$ cat src/rtl/serial_adder_pkg.sv
// Shared types and sizing helpers for the bit-serial adder.
// The counter width is derived from WIDTH so the top and any future cells agree on it.
package serial_adder_pkg;

    typedef enum logic [1:0] {
        IDLE = 2'd0,
        RUN  = 2'd1,
        DONE = 2'd2
    } state_t;

    // The counter must hold WIDTH-1 and must never be zero bits wide.
    function automatic int cntWidth(input int width);
        return (width <= 2) ? 1 : $clog2(width);
    endfunction

endpackage

$ cat src/rtl/serial_adder_if.sv
// Request/result bundle for the serial adder.
// The master issues operands and a start pulse; the slave returns the status and the result.
interface serial_adder_if #(
    parameter int WIDTH = 8
);
    logic             start;
    logic [WIDTH-1:0] a;
    logic [WIDTH-1:0] b;
    logic             cin;
    logic             busy;
    logic             done;
    logic [WIDTH-1:0] sum;
    logic             cout;

    modport master (
        output start, a, b, cin,
        input  busy, done, sum, cout
    );

    modport slave (
        input  start, a, b, cin,
        output busy, done, sum, cout
    );
endinterface

$ cat src/rtl/serial_adder_full_adder.sv
// Combinational one-bit full-adder cell.
// It is the bitwise dual of the subtractor cell: the carry replaces the borrow.
module full_adder (
    input  logic a_i,
    input  logic b_i,
    input  logic cin_i,
    output logic s_o,
    output logic co_o
);
    assign s_o  = a_i ^ b_i ^ cin_i;
    assign co_o = (a_i & b_i) | (cin_i & (a_i ^ b_i));
endmodule

$ cat src/rtl/serial_adder.sv
// Bit-serial adder: adds two WIDTH-bit operands LSB-first through one full-adder cell.
// It presents {cout,sum} together with a one-cycle done pulse.
module serial_adder
    import serial_adder_pkg::*;
#(
    parameter int WIDTH = 8
) (
    input  logic           clk,
    input  logic           rst,
    serial_adder_if.slave  bus
);
    localparam int CNT_W = cntWidth(WIDTH);
    localparam logic [CNT_W-1:0] LAST = CNT_W'(WIDTH - 1);

    state_t           state_q;
    logic [WIDTH-1:0] aSr_q;
    logic [WIDTH-1:0] bSr_q;
    logic [WIDTH-1:0] sumSr_q;
    logic [WIDTH-1:0] sumSr_d;
    logic             carry_q;
    logic [CNT_W-1:0] count_q;
    logic             busy_q;
    logic             done_q;
    logic [WIDTH-1:0] sum_q;
    logic             cout_q;
    logic             faSum;
    logic             faCarry;

    full_adder u_fa (
        .a_i   (aSr_q[0]),
        .b_i   (bSr_q[0]),
        .cin_i (carry_q),
        .s_o   (faSum),
        .co_o  (faCarry)
    );

    // Each new sum bit enters at the MSB; after WIDTH steps bit 0 sits at the LSB.
    always_comb begin
        sumSr_d = (sumSr_q >> 1) | (WIDTH'(faSum) << (WIDTH - 1));
    end

    always_ff @(posedge clk) begin
        if (rst) begin
            state_q <= IDLE;
            aSr_q   <= '0;
            bSr_q   <= '0;
            sumSr_q <= '0;
            carry_q <= 1'b0;
            count_q <= '0;
            busy_q  <= 1'b0;
            done_q  <= 1'b0;
            sum_q   <= '0;
            cout_q  <= 1'b0;
        end else begin
            case (state_q)
                IDLE: begin
                    if (bus.start) begin
                        aSr_q   <= bus.a;
                        bSr_q   <= bus.b;
                        carry_q <= bus.cin;
                        count_q <= '0;
                        busy_q  <= 1'b1;
                        state_q <= RUN;
                    end
                end
                RUN: begin
                    aSr_q   <= aSr_q >> 1;
                    bSr_q   <= bSr_q >> 1;
                    sumSr_q <= sumSr_d;
                    carry_q <= faCarry;
                    count_q <= count_q + CNT_W'(1);
                    // The result is published on the same edge that enters DONE.
                    if (count_q == LAST) begin
                        sum_q   <= sumSr_d;
                        cout_q  <= faCarry;
                        done_q  <= 1'b1;
                        state_q <= DONE;
                    end
                end
                DONE: begin
                    done_q  <= 1'b0;
                    busy_q  <= 1'b0;
                    state_q <= IDLE;
                end
                default: begin
                    done_q  <= 1'b0;
                    busy_q  <= 1'b0;
                    state_q <= IDLE;
                end
            endcase
        end
    end

    assign bus.busy = busy_q;
    assign bus.done = done_q;
    assign bus.sum  = sum_q;
    assign bus.cout = cout_q;

endmodule

$ cat src/flat_wrapper.sv
// flat-port wrapper written by rule: the top's interface ports become plain ports
module serial_adder_flat import serial_adder_pkg::*;
#(
    parameter int WIDTH = 8
)
  (clk, rst, bus_start, bus_a, bus_b, bus_cin, bus_busy, bus_done, bus_sum, bus_cout);
  serial_adder_if #(.WIDTH(WIDTH)) bus_i ();
  input  logic clk;
  input  logic rst;
  input wire logic [$bits(bus_i.start)-1:0] bus_start;
  input wire logic [$bits(bus_i.a)-1:0] bus_a;
  input wire logic [$bits(bus_i.b)-1:0] bus_b;
  input wire logic [$bits(bus_i.cin)-1:0] bus_cin;
  output wire logic [$bits(bus_i.busy)-1:0] bus_busy;
  output wire logic [$bits(bus_i.done)-1:0] bus_done;
  output wire logic [$bits(bus_i.sum)-1:0] bus_sum;
  output wire logic [$bits(bus_i.cout)-1:0] bus_cout;
  assign bus_i.start = bus_start;
  assign bus_i.a = bus_a;
  assign bus_i.b = bus_b;
  assign bus_i.cin = bus_cin;
  assign bus_busy = bus_i.busy;
  assign bus_done = bus_i.done;
  assign bus_sum = bus_i.sum;
  assign bus_cout = bus_i.cout;
  serial_adder #(.WIDTH(WIDTH)) u_core (.clk(clk), .rst(rst), .bus(bus_i));
endmodule
$ cat config.mk
export PLATFORM = sky130hd
export DESIGN_NAME = serial_adder_flat
export DESIGN_NICKNAME = d
export VERILOG_FILES = /design/src/rtl/serial_adder_pkg.sv /design/src/rtl/serial_adder_if.sv /design/src/rtl/serial_adder_full_adder.sv /design/src/rtl/serial_adder.sv /design/src/flat_wrapper.sv
export SDC_FILE = /design/constraint.sdc
export NUM_CORES = 1
export LEC_CHECK = 0
export ABC_AREA = 1
export ABC_CLOCK_PERIOD_IN_PS = 1600
export CAP_MARGIN = 40
export CORE_UTILIZATION = 52
export DETAILED_ROUTE_END_ITERATION = 8
export PLACE_DENSITY = 0.87
export SLEW_MARGIN = 20
export SYNTH_ARGS = -nofsm -noshare
export SYNTH_HDL_FRONTEND = slang
export SYNTH_SLANG_ARGS = --single-unit
export TNS_END_PERCENT = 30
$ cat constraint.sdc
create_clock -name clk -period 1.6 [get_ports clk]
set_input_delay 0.24 -clock clk [delete_from_list [all_inputs] [get_ports clk]]
set_output_delay 0.24 -clock clk [all_outputs]
set_load 0.02 [all_outputs]
==> metrics <==
setup_tns=0 ns; R2R setup slack=0.23 ns; post-route ant nets=0; Seq cells post-synth=40; hold-fix buffer count after cts=0; R2R depth=6; Die W=60.56 um; Initial Util=0.5655; fin crit share=0.9716; Worst VDD drop=574.7 uV; Clk pwr share=0.277; hold path start=u_core.sumSr_q[4]; Slew HR=0.6821; worst hold stages=2; area leader, netlist=dfxtp_1; Distinct cells, synth=20; CTS root buf=clkbuf_4; Post-synth top flop=dfxtp_1; Worst EP arrival=1.31 ns; count leader, synth=nand2_1; syn_nets=285; delay-heaviest family, CP=buffers and inverters; GPL Wtd Cong=0.7451; worst path bufs/invs=1; first-pass GRT wire length=between 5000 and 6000 um; post-cts sizing count=0; cells after synthesis=262; Internal=between 1 and 1.5 mW; routed length per instance=10.54 um; Core ar.=around 3200 um^2; vias per cell=4.728; FMAX=643.3 MHz; initial drt markers=111; Worst Setup Path Type=reg2out; Final HPWL DP=2436 um; skew final=0.01153 ns; clk slew on worst S/H paths=between 0.1 and 0.15 ns; R2R Path End=u_core.bus.sum[7]; max incr delay on CP=roughly 0.6 ns; Comb pwr share=0.161; num rows=20; clock sinks=40; Final WS setup=0.04548 ns; DR vias=1598; YS warnings=0; Worst EP required=1.36 ns; Clock Tree Buf Depth=2; antenna violations before repair=0; start point of the critical path=u_core.bus.sum[2]; number of fill cells=roughly 280; Antenna Cells=0; total track usage=0.2187; FF-to-FF Start=u_core.state_q[0]; Tot Pwr=1.955 mW; min Tclk post-route=1.555 ns; total CTS buffers=5; NetSw=0.5366 mW; Crit-path slowest cell=clkdlybuf4s50_1; DRC viols=0; top-area cell type share of the netlist area=0.4491; area grow syn2layout=23.58%; maxcap violations=0; gr ovfl total=0; crit path max fanout=2; crit path cell chain=clkdlybuf4s50_1; Port Buffers=30; layout cell share with drive strength beyond 1=0.07143; top cells by area, synth=dfxtp_1, nand2_1, nor2_1; Final setup viols=0; Synth Cell Area=between 1500 and 2000 um^2; Flop pwr share=0.561; Die ar.=3667 um^2; fin. max-slew vios=0; Hold Crit Class=reg2reg; Final Hold Vio Count=0; Post-synth EDFFs=0; LEAKAGE=1.064 nW; Hold EP=u_core.bus.sum[3]; Layout Utilization=0.6988; pre-CTS setup slack=0.1342 ns; register area share after synthesis=0.4491; Die H=60.56 um; CTS tree=yes; PD cells=887.2 nW/um^2; outcome=complete, no violations; insertion delay to the later sink of the worst-skew pair=0.35 ns; final wirelength=3563 um; setup bufs post-CTS=0; asr flop ratio synth=0; Crit. End Element=output pin; drt pass-1 iters=6; largest net degree at the start of global routing=36; vias in the first global route=1403; NumNets Final=316; Synth top cells by count=nand2_1, nor2_1, dfxtp_1; Switching Share=0.2745; Avg Inst Size Synth=about 6.8 um^2; Setup crit start kind=register; Worst-Margin Slew=0.4763 ns; CTS H-tree depth=2; num ports=31; RSZ-0062 raised after global routing=false
==> tightest hold or removal path: stages (launching register included) <==
cell and delay, ns:
dfxtp_1 0.34, nand2_1 0.06, nand2_1 0.04
==> registers in the layout (all words and copies together), names as in the netlist <==
signal and cells:
u_core.bus.cout 1, u_core.sumSr_q 7, u_core.carry_q 1, u_core.bSr_q 8
u_core.bus.busy 1, u_core.bus.done 1, u_core.bus.sum 8, u_core.state_q 2
u_core.count_q 3, u_core.aSr_q 8
==> cells in the final DEF, fill, tap and decap left out, types with 2 or more instances in the layout <==
| cell | count |
|---|---|
| o21ai_0 | 8 |
| inv_1 | 20 |
| nand3_1 | 24 |
| nor2_1 | 53 |
| buf_12 | 2 |
| nand2_1 | 86 |
| clkbuf_4 | 5 |
| nand2_2 | 2 |
| dlymetal6s2s_1 | 2 |
| buf_4 | 6 |
| clkdlybuf4s50_1 | 28 |
| ha_1 | 2 |
| a21oi_1 | 6 |
| dfxtp_1 | 40 |
==> layer usage <==
| metal | wire length (um) | up-vias | track usage |
|---|---|---|---|
| met2 | 1640 | 39 | 0.3595 |
| met4 | 29 | 0 | 0.04870 |
| met1 | 1721 | 692 | 0.2905 |
| met3 | 171 | 5 | 0.05757 |
| li1 | - | 862 | - |
| met5 | 0 | - | 0 |
==> power groups by stage <==
stage                     Combinational [mW]  Sequential, mW  Clock, mW
final                                  0.315            1.10      0.542
after floorplan                        0.216            1.11          0
after global routing                   0.362            1.10      0.594
after CTS                              0.318            1.10      0.554
after global placement                 0.306            1.12          0
after detailed placement               0.316            1.12          0
==> per-stage QoR <==
stage          hold slack (ns)  instance area [um^2]  instances
2_1_floorplan           0.4044                  1783        262
6_report                0.4773                  2203        338
5_1_grt                 0.4935                  2203        338
3_3_place_gp            0.4490                  2136        330
3_5_place_dp            0.4609                  2136        330
4_1_cts                 0.4775                  2198        338
==> worst max-delay path by stage <==
stage,end,slack (ns),cells past startpoint
finish,bus_sum[2],0.05,1
global route,bus_sum[6],0.003,1
CTS,bus_sum[3],0.03,1
detailed placement,u_core.aSr_q[0],0.13,6
global placement,u_core.aSr_q[0],0.17,6
floorplan,u_core.bus.cout,0.47,6
==> cell families after synthesis <==
logic type                 count (synthesis)  share of synthesized area
and+or+nand+nor                          168                     0.3796
DFF                                       40                     0.4491
buffers and inverters                     35                    0.09333
AOI/OAI and AO/OA                         16                    0.05264
adders and majority gates                  3                    0.02526
==> final cells by class <==
cell class / count / area, um^2 / area share
tap: 44 / 55.05 / 0.02499
inverter: 21 / 78.83 / 0.03578
sequential: 40 / 800.8 / 0.3634
multi-input combinational: 187 / 815.8 / 0.3702
timing repair buffer: 38 / 390.4 / 0.1772
clock inverter: 1 / 7.507 / 0.003407
clock buffer: 7 / 55.05 / 0.02499
Power figures use the tool's default switching activity.
